===== src/rtl/spi_slave_responder_if.sv =====
// SPI responder bus: master pads plus the TX/RX word streams.
interface spi_slave_responder_if #(
    parameter int SPI_SS_NB = 8,
    parameter int MAX_LEN   = 32
);
    logic [SPI_SS_NB-1:0] ss_pad_o;
    logic                 sclk_pad_o;
    logic                 mosi_pad_o;
    logic                 miso_pad_i;
    logic                 miso_oe;
    logic [MAX_LEN-1:0]   tx_data;
    logic                 tx_valid;
    logic                 tx_ready;
    logic [MAX_LEN-1:0]   rx_data;
    logic                 rx_valid;
    logic                 rx_ready;

    modport slave (
        input  ss_pad_o, sclk_pad_o, mosi_pad_o, tx_data, tx_valid, rx_ready,
        output miso_pad_i, miso_oe, tx_ready, rx_data, rx_valid
    );

    modport master (
        output ss_pad_o, sclk_pad_o, mosi_pad_o, tx_data, tx_valid, rx_ready,
        input  miso_pad_i, miso_oe, tx_ready, rx_data, rx_valid
    );
endinterface


===== src/rtl/spi_slave_responder.sv =====
// Oversampling SPI slave: all CPOL/CPHA modes, runtime word length and bit
// order, multi-word bursts under one SS, valid/ready TX and RX word streams.
module spi_slave_responder #(
    parameter int                 SPI_SS_NB = 8,
    parameter int                 SLAVE_IDX = 0,
    parameter int                 MAX_LEN   = 32,
    parameter int                 LEN_W     = $clog2(MAX_LEN),
    parameter logic [MAX_LEN-1:0] TX_IDLE   = MAX_LEN'('hFFFF_FFFF)
) (
    input  logic                 spi_clk,
    input  logic                 spi_rst,
    spi_slave_responder_if.slave bus,
    input  logic                 cfg_cpol,
    input  logic                 cfg_cpha,
    input  logic                 cfg_lsb,
    input  logic [LEN_W-1:0]     cfg_len,
    input  logic                 clr_err,
    output logic                 busy,
    output logic                 overrun,
    output logic                 underrun
);
    if (SLAVE_IDX < 0 || SLAVE_IDX >= SPI_SS_NB) begin : g_bad_idx
        $error("SLAVE_IDX outside ss_pad_o");
    end

    typedef enum logic [1:0] {IDLE, LOAD, ACTIVE} state_t;
    state_t state_q, state_d;

    logic [1:0]         ss_sync, sclk_sync, mosi_sync;
    logic               ss_d, sclk_d;
    logic               cpol_q, cpha_q, lsb_q;
    logic [LEN_W-1:0]   len_q, bitcnt, txcnt, tx_idx, first_idx;
    logic [MAX_LEN-1:0] txsh, rxsh, rx_nxt, ld_word;
    logic               reload_pend, miso_q;
    logic               ss_hi, ss_fall, sclk_rise, sclk_fall;
    logic               lead_edge, trail_edge, sample_edge, drive_edge;
    logic               word_done, reload_now, load_ok;

    // Pad synchronisers; SS idles high so no false select after reset.
    always_ff @(posedge spi_clk or negedge spi_rst) begin
        if (!spi_rst) begin
            ss_sync   <= 2'b11;
            ss_d      <= 1'b1;
            sclk_sync <= '0;
            sclk_d    <= 1'b0;
            mosi_sync <= '0;
        end else begin
            ss_sync   <= {ss_sync[0], bus.ss_pad_o[SLAVE_IDX]};
            sclk_sync <= {sclk_sync[0], bus.sclk_pad_o};
            mosi_sync <= {mosi_sync[0], bus.mosi_pad_o};
            ss_d      <= ss_sync[1];
            sclk_d    <= sclk_sync[1];
        end
    end

    assign ss_hi       = ss_sync[1];
    assign ss_fall     = ss_d && !ss_sync[1];
    assign sclk_rise   = sclk_sync[1] && !sclk_d;
    assign sclk_fall   = !sclk_sync[1] && sclk_d;
    assign lead_edge   = cpol_q ? sclk_fall : sclk_rise;
    assign trail_edge  = cpol_q ? sclk_rise : sclk_fall;
    assign sample_edge = cpha_q ? trail_edge : lead_edge;
    assign drive_edge  = cpha_q ? lead_edge : trail_edge;

    assign word_done  = (state_q == ACTIVE) && !ss_hi && sample_edge && (bitcnt == len_q);
    assign reload_now = (state_q == ACTIVE) && !ss_hi && drive_edge && reload_pend;
    assign load_ok    = (state_q == LOAD) && !ss_hi;
    assign ld_word    = bus.tx_valid ? bus.tx_data : TX_IDLE;
    assign tx_idx     = lsb_q ? txcnt : LEN_W'(len_q - txcnt);
    assign first_idx  = lsb_q ? '0 : len_q;

    assign busy           = (state_q != IDLE);
    assign bus.miso_oe    = (state_q != IDLE);
    assign bus.miso_pad_i = miso_q;

    // Receive shifter: MSB-first shifts in at bit 0, LSB-first drops bit at its index.
    always_comb begin
        rx_nxt = rxsh;
        if (lsb_q) rx_nxt[bitcnt] = mosi_sync[1];
        else       rx_nxt = {rxsh[MAX_LEN-2:0], mosi_sync[1]};
    end

    // State register.
    always_ff @(posedge spi_clk or negedge spi_rst) begin
        if (!spi_rst) state_q <= IDLE;
        else          state_q <= state_d;
    end

    // Next state and the one-cycle tx_ready strobe.
    always_comb begin
        state_d      = state_q;
        bus.tx_ready = 1'b0;
        case (state_q)
            IDLE:    if (ss_fall) state_d = LOAD;
            LOAD: begin
                state_d      = ss_hi ? IDLE : ACTIVE;
                bus.tx_ready = !ss_hi && bus.tx_valid;
            end
            ACTIVE: begin
                if (ss_hi)                                     state_d = IDLE;
                else if ((word_done && !cpha_q) || reload_now) state_d = LOAD;
            end
            default: state_d = IDLE;
        endcase
    end

    // Config capture, shift registers, bit counters and MISO drive.
    always_ff @(posedge spi_clk or negedge spi_rst) begin
        if (!spi_rst) begin
            cpol_q      <= 1'b0;
            cpha_q      <= 1'b0;
            lsb_q       <= 1'b0;
            len_q       <= '0;
            txsh        <= '0;
            rxsh        <= '0;
            bitcnt      <= '0;
            txcnt       <= '0;
            reload_pend <= 1'b0;
            miso_q      <= 1'b0;
        end else begin
            case (state_q)
                IDLE: begin
                    miso_q <= 1'b0;
                    if (ss_fall) begin
                        cpol_q <= cfg_cpol;
                        cpha_q <= cfg_cpha;
                        lsb_q  <= cfg_lsb;
                        len_q  <= cfg_len;
                    end
                end
                LOAD: begin
                    if (ss_hi) begin
                        miso_q      <= 1'b0;
                        reload_pend <= 1'b0;
                    end else begin
                        txsh        <= ld_word;
                        rxsh        <= '0;
                        bitcnt      <= '0;
                        reload_pend <= 1'b0;
                        // cpha=0 needs bit 0 before the first sample; a cpha=1 reload was
                        // triggered by the drive edge that owns bit 0 of this word.
                        if (!cpha_q || reload_pend) begin
                            miso_q <= ld_word[first_idx];
                            txcnt  <= LEN_W'(1);
                        end else begin
                            txcnt  <= '0;
                        end
                    end
                end
                ACTIVE: begin
                    if (ss_hi) begin
                        miso_q      <= 1'b0;
                        reload_pend <= 1'b0;
                    end else begin
                        if (sample_edge) begin
                            rxsh <= rx_nxt;
                            if (bitcnt == len_q) begin
                                bitcnt      <= '0;
                                reload_pend <= cpha_q;
                            end else begin
                                bitcnt <= bitcnt + LEN_W'(1);
                            end
                        end
                        // With cpha=0 the drive edge before any sample belongs to the old word.
                        if (drive_edge && !reload_pend && (cpha_q || bitcnt != '0)) begin
                            miso_q <= txsh[tx_idx];
                            txcnt  <= txcnt + LEN_W'(1);
                        end
                    end
                end
                default: miso_q <= 1'b0;
            endcase
        end
    end

    // RX word handoff and sticky error flags; a new error beats clr_err.
    always_ff @(posedge spi_clk or negedge spi_rst) begin
        if (!spi_rst) begin
            bus.rx_data  <= '0;
            bus.rx_valid <= 1'b0;
            overrun      <= 1'b0;
            underrun     <= 1'b0;
        end else begin
            if (bus.rx_valid && bus.rx_ready) bus.rx_valid <= 1'b0;
            if (word_done && (!bus.rx_valid || bus.rx_ready)) begin
                bus.rx_data  <= rx_nxt;
                bus.rx_valid <= 1'b1;
            end
            if (clr_err) begin
                overrun  <= 1'b0;
                underrun <= 1'b0;
            end
            if (word_done && bus.rx_valid && !bus.rx_ready) overrun  <= 1'b1;
            if (load_ok && !bus.tx_valid)                   underrun <= 1'b1;
        end
    end
endmodule


===== src/flat_wrapper.sv =====
// flat-port wrapper written by rule: the top's interface ports become plain ports
module spi_slave_responder_flat 
#(
    parameter int                 SPI_SS_NB = 8,
    parameter int                 SLAVE_IDX = 0,
    parameter int                 MAX_LEN   = 32,
    parameter int                 LEN_W     = $clog2(MAX_LEN),
    parameter logic [MAX_LEN-1:0] TX_IDLE   = MAX_LEN'('hFFFF_FFFF)
)
  (spi_clk, spi_rst, cfg_cpol, cfg_cpha, cfg_lsb, cfg_len, clr_err, busy, overrun, underrun, bus_ss_pad_o, bus_sclk_pad_o, bus_mosi_pad_o, bus_tx_data, bus_tx_valid, bus_rx_ready, bus_miso_pad_i, bus_miso_oe, bus_tx_ready, bus_rx_data, bus_rx_valid);
  spi_slave_responder_if #(.SPI_SS_NB(SPI_SS_NB), .MAX_LEN(MAX_LEN)) bus_i ();
  input  logic spi_clk;
  input  logic spi_rst;
  input  logic cfg_cpol;
  input  logic cfg_cpha;
  input  logic cfg_lsb;
  input  logic [LEN_W-1:0] cfg_len;
  input  logic clr_err;
  output logic busy;
  output logic overrun;
  output logic underrun;
  input wire logic [$bits(bus_i.ss_pad_o)-1:0] bus_ss_pad_o;
  input wire logic [$bits(bus_i.sclk_pad_o)-1:0] bus_sclk_pad_o;
  input wire logic [$bits(bus_i.mosi_pad_o)-1:0] bus_mosi_pad_o;
  input wire logic [$bits(bus_i.tx_data)-1:0] bus_tx_data;
  input wire logic [$bits(bus_i.tx_valid)-1:0] bus_tx_valid;
  input wire logic [$bits(bus_i.rx_ready)-1:0] bus_rx_ready;
  output wire logic [$bits(bus_i.miso_pad_i)-1:0] bus_miso_pad_i;
  output wire logic [$bits(bus_i.miso_oe)-1:0] bus_miso_oe;
  output wire logic [$bits(bus_i.tx_ready)-1:0] bus_tx_ready;
  output wire logic [$bits(bus_i.rx_data)-1:0] bus_rx_data;
  output wire logic [$bits(bus_i.rx_valid)-1:0] bus_rx_valid;
  assign bus_i.ss_pad_o = bus_ss_pad_o;
  assign bus_i.sclk_pad_o = bus_sclk_pad_o;
  assign bus_i.mosi_pad_o = bus_mosi_pad_o;
  assign bus_i.tx_data = bus_tx_data;
  assign bus_i.tx_valid = bus_tx_valid;
  assign bus_i.rx_ready = bus_rx_ready;
  assign bus_miso_pad_i = bus_i.miso_pad_i;
  assign bus_miso_oe = bus_i.miso_oe;
  assign bus_tx_ready = bus_i.tx_ready;
  assign bus_rx_data = bus_i.rx_data;
  assign bus_rx_valid = bus_i.rx_valid;
  spi_slave_responder #(.SPI_SS_NB(SPI_SS_NB), .SLAVE_IDX(SLAVE_IDX), .MAX_LEN(MAX_LEN), .LEN_W(LEN_W), .TX_IDLE(TX_IDLE)) u_core (.spi_clk(spi_clk), .spi_rst(spi_rst), .bus(bus_i), .cfg_cpol(cfg_cpol), .cfg_cpha(cfg_cpha), .cfg_lsb(cfg_lsb), .cfg_len(cfg_len), .clr_err(clr_err), .busy(busy), .overrun(overrun), .underrun(underrun));
endmodule

===== config.mk =====
export PLATFORM = sky130hd
export DESIGN_NAME = spi_slave_responder_flat
export DESIGN_NICKNAME = d
export VERILOG_FILES = /design/src/rtl/spi_slave_responder_if.sv /design/src/rtl/spi_slave_responder.sv /design/src/flat_wrapper.sv
export SDC_FILE = /design/constraint.sdc
export NUM_CORES = 1
export LEC_CHECK = 0
export CAP_MARGIN = 20
export CORE_MARGIN = 2
export CORE_UTILIZATION = 50
export DETAILED_ROUTE_END_ITERATION = 8
export PLACE_DENSITY_LB_ADDON = 0.2
export SLEW_MARGIN = 0
export SYNTH_ARGS = -nofsm -noshare
export SYNTH_HDL_FRONTEND = slang
export SYNTH_SLANG_ARGS = --single-unit

===== constraint.sdc =====
create_clock -name spi_clk -period 2.6 [get_ports spi_clk]
set_clock_uncertainty 0.1 [all_clocks]
set_input_delay 0.78 -clock spi_clk [delete_from_list [all_inputs] [get_ports spi_clk]]
set_output_delay 0.78 -clock spi_clk [all_outputs]
set_load 0.05 [all_outputs]

==> tab_implementation.tex, run 1 <==
\begin{tabular}{lr}
\hline
Metric & Value \\
\hline
\multicolumn{2}{l}{\textbf{Synth}} \\
Post-synth ARST share & 100.0\% \\
Post-synthesis xor/xnor area fraction & 1.647\% \\
Summed instance area of the synthesized netlist & 6912 µm² \\
Count of flip-flops with a built-in enable after synthesis & 0 \\
Mapped Avg Cell Area & approximately 8.7 µm² \\
Simple logic cell fraction of the synthesized area & a little over a fifth \\
Post-synthesis mux area share & roughly 6.6\% \\
Register area share after synthesis & between 40\% and 50\% \\
Warnings, synthesis & 0 \\
Number of distinct library cells after synthesis & 51 \\
Largest family of logic cells by synthesized area & simple AND/OR/NAND/NOR gates \\
Syn Inst Count & 799 \\
Synth Net Count & 868 \\
Number of flip-flops and latches in the synthesized netlist & 129 \\
Synthesized-area fraction occupied by ao, oa, aoi and oai cells & 15.37\% \\
Predominant post-synthesis flop cell & dfrtp\_1 \\
Adder-cell area share of the yosys netlist & between 2 and 3\% \\
\multicolumn{2}{l}{\textbf{Clock tree}} \\
Clock-pin slew of the registers on the worst-case setup and hold paths & roughly 0.060 ns \\
Skew-Pair Late Insertion Delay & around 0.42 ns \\
Post-CTS setup buffers & 0 \\
Inserted Clock Buffers & 17 \\
Clock tree from TritonCTS & done \\
CTS sink count & around 130 \\
Level count of the clock H-tree & 4 \\
Hold-fix buffers at CTS & 0 \\
Maximum clock path buffer count & 2 \\
Root cell of the clock tree & clkbuf\_16 \\
\multicolumn{2}{l}{\textbf{Floorplanning}} \\
Std-Cell Core Area & 13350 µm² \\
IO Count & 94 \\
Y dimension of the die & approximately 120 µm \\
Area of the die & about 15000 µm² \\
Initial Util & about half \\
Number of placement rows & 42 \\
Width of the chip & $\sim$120 µm \\
\multicolumn{2}{l}{\textbf{Global route}} \\
All-Layer GR Usage & around a quarter \\
Vias in the first global route & between 6000 and 7000 \\
Antenna violations before repair & 0 \\
Pin count of the biggest net entering global routing & roughly 70 \\
First-pass GRT wire length & 29880 µm \\
Total grt overflow & 0 \\
\multicolumn{2}{l}{\textbf{Setup path}} \\
Start-to-end type of the worst setup path & reg2reg \\
Buffers and inverters on the worst path & 0 \\
CP Data Required Time & approximately 2.8 ns \\
Signal arrival time at the worst endpoint & 2.95 ns \\
Slowest cell on the critical path & dfrtp\_1 \\
Critical path cell sequence & ha\_4, fa\_2, xor2\_1, o31a\_1, a211oi\_1, a2111oi\_2, mux2i\_1, mux2i\_1, a221o\_1 \\
CP endpoint kind & flop \\
Top Family by Delay on Critical Path & compound AO/OA/AOI/OAI gates \\
Worst stage delay on the critical path & slightly above 0.4 ns \\
Critical-path maximum fanout & 4 \\
Crit start category & flop \\
Top cell by count, worst path & mux2i\_1 \\
\multicolumn{2}{l}{\textbf{Place}} \\
Count of buffers from port buffering & between 80 and 90 \\
RD Place Congestion & $\sim$0.87 \\
Worst setup slack before clock tree synthesis & -0.3175 ns \\
Detailed placement HPWL & 12660 µm \\
\multicolumn{2}{l}{\textbf{Outcome}} \\
Violated checks & setup timing \\
Result of the run & complete, but fails checks \\
\multicolumn{2}{l}{\textbf{Timing}} \\
Transition time of the tightest slew-check pin & between 0.6 and 0.7 ns \\
Min cycle time layout & approximately 2.7 ns \\
Number of setup violations in the final report & 1 \\
Slew Limit Fails & 0 \\
Final number of hold-violating endpoints & 0 \\
Max frequency & about 360 MHz \\
Worst setup margin & -0.1498 ns \\
RSZ-0062 raised after global routing & yes \\
Relative slew slack & between 50\% and 60\% \\
Accumulated negative setup slack & -0.1498 ns \\
Hold Worst Slack & 0.1816 ns \\
Ratio of final minimum period to clock period & 105.8\% \\
\multicolumn{2}{l}{\textbf{Routing}} \\
Total Wirelength & roughly 18000 µm \\
Residual antenna-violating net count after detailed routing & 0 \\
Post-DR wirelength/cell & 16.30 µm \\
Initial DRT Pass Iterations & 5 \\
Number of vias per cell & between 5 and 6 \\
DRC & 0 \\
1st-iter DRT viols & 591 \\
Overall via count from detail\_route & approximately 6000 \\
\multicolumn{2}{l}{\textbf{Layout}} \\
Area used by sequential logic in the layout & between 3000 and 4000 µm² \\
Number of fill cells in the layout & $\sim$1100 \\
Area of the multi-input gates & about 3500 µm² \\
Layout Area Growth over Synthesis & 29.29\% \\
Share of layout cells above drive strength 1 & 15.69\% \\
Antenna cells & 0 \\
Layout Nets & between 900 and 1000 \\
\multicolumn{2}{l}{\textbf{Hold path}} \\
Worst min-delay path class & in2async \\
\multicolumn{2}{l}{\textbf{Power}} \\
Standby leakage power & 4.007 nW \\
Largest voltage drop on the vdd net & around 0.57 mV \\
Total power density per cell area & 1126 nW/µm² \\
\multicolumn{2}{l}{\textbf{Flow run}} \\
Max-capacitance violation count & 0 \\
\hline
\end{tabular}
cell type report:
class | instances | share of cell area [%]
Clock buffer | 22 | 5.307
Multi-Input combinational cell | 592 | 38.62
Inverter | 20 | 0.8401
Clock inverter | 10 | 1.484
Sequential cell | 129 | 36.18
Timing Repair Buffer | 145 | 15.11
Tap cell | 176 | 2.464
placed cells by master, fill, tap and decap left out, types with 5 or more instances in the layout:
master / count
and3_1: 15
o21ai_1: 28
clkdlybuf4s50_1: 81
inv_1: 19
clkbuf_16: 17
xnor2_1: 7
nand2b_1: 8
nor2_1: 50
a211oi_2: 11
nand2_1: 168
mux2_2: 13
mux2i_1: 19
o21ai_0: 110
nand3_1: 61
buf_4: 58
a21oi_1: 10
xor2_1: 6
ha_1: 12
o31ai_1: 7
nor3b_1: 5
dfrtp_1: 125
state kept, by name, summed over array words and instances (netlist names), 2 cells and up:
| name | cells |
|---|---|
| u_core.len_q | 5 |
| u_core.mosi_sync | 2 |
| u_core.txcnt | 5 |
| u_core.sclk_sync | 2 |
| u_core.state_q | 2 |
| u_core.bitcnt | 5 |
| u_core.rxsh | 32 |
| u_core.txsh | 32 |
| u_core.ss_sync | 2 |
| u_core.bus.rx_data | 32 |
report_power, final:
group | leakage (nW) | switching [mW] | internal [mW]
clock | 0.292 | 0.862 | 1.57
combinational | 2.19 | 2.75 | 1.93
sequential | 1.52 | 0.399 | 2.55
worst paths after layout:
kind	cells past startpoint	slack [ns]	to	start
max in group asynchronous	2	1.46	u_core.rxsh[22]	spi_rst
min in group spi_clk	0	0.25	u_core.mosi_sync[1]	u_core.mosi_sync[0]
worst min-delay path	1	0.18	u_core.txsh[3]	spi_rst
worst max register to register	9	-0.15	u_core.bus.miso_pad_i	u_core.txcnt[0]
worst max-delay path	9	-0.15	u_core.bus.miso_pad_i	u_core.txcnt[0]
worst min register to register	0	0.25	u_core.mosi_sync[1]	u_core.mosi_sync[0]
cell usage after synthesis (9+ instances only):
| cell type | instances | area share [%] |
|---|---|---|
| mux2_2 | 13 | 2.1 |
| o21ai_0 | 110 | 8.0 |
| and3_1 | 16 | 1.4 |
| nand3_1 | 61 | 4.4 |
| inv_1 | 20 | 1.1 |
| a211oi_1 | 12 | 1.3 |
| dfrtp_1 | 126 | 46 |
| ha_1 | 13 | 2.4 |
| nand2b_1 | 9 | 0.81 |
| a21oi_1 | 10 | 0.72 |
| o21ai_1 | 28 | 2.0 |
| mux2i_1 | 19 | 2.8 |
| clkbuf_1 | 41 | 2.2 |
| nand2_1 | 169 | 9.2 |
| nor2_1 | 51 | 2.8 |
routing by layer:
metal | wire length [µm] | part of all wire, % | vias up | track usage, %
li1 | - | - | 2954 | -
met1 | 7445 | 42 | 2915 | 32.23
met2 | 8941 | 50 | 167 | 42.91
met3 | 953 | 5.3 | 37 | 5.618
met4 | 497 | 2.8 | 0 | 11.64
met5 | 0 | 0 | - | 0
through the flow:
| stage | util (%) | instance area [µm²] | power (mW) | cells |
|---|---|---|---|---|
| 6_report | 66.95 | 8936 | 10.06 | 1094 |
| 5_1_grt | 66.95 | 8936 | 10.66 | 1094 |
| 4_1_cts | 66.55 | 8884 | 9.914 | 1094 |
| 3_5_place_dp | 61.71 | 8237 | 7.315 | 1062 |
| 3_3_place_gp | 61.71 | 8237 | 7.184 | 1062 |
| 2_1_floorplan | - | 6953 | 5.879 | 799 |
logic make-up (layout without fill, tap and decap cells):
family,count (synthesis),after routing
compound gates,189,189
xor+xnor,13,13
fa+ha+maj,14,14
buf+inv,78,197
flops,129,129
mux,38,38
simple gates,338,338
timing repair:
item / CTS / global route
cloned: 0 / 0
pin swaps: 3 / 1
gates resized for setup: 12 / 10
endpoints found under the setup margin: 2 / 1
Note: power is estimated with default switching activity, not from simulation.
==> run 2, diff against run 1 <==
- CTS_CLUSTER_SIZE: default -> 16
==> results of run 2 <==
No change in the layout: final DEF, timing and power equal those of run 1.
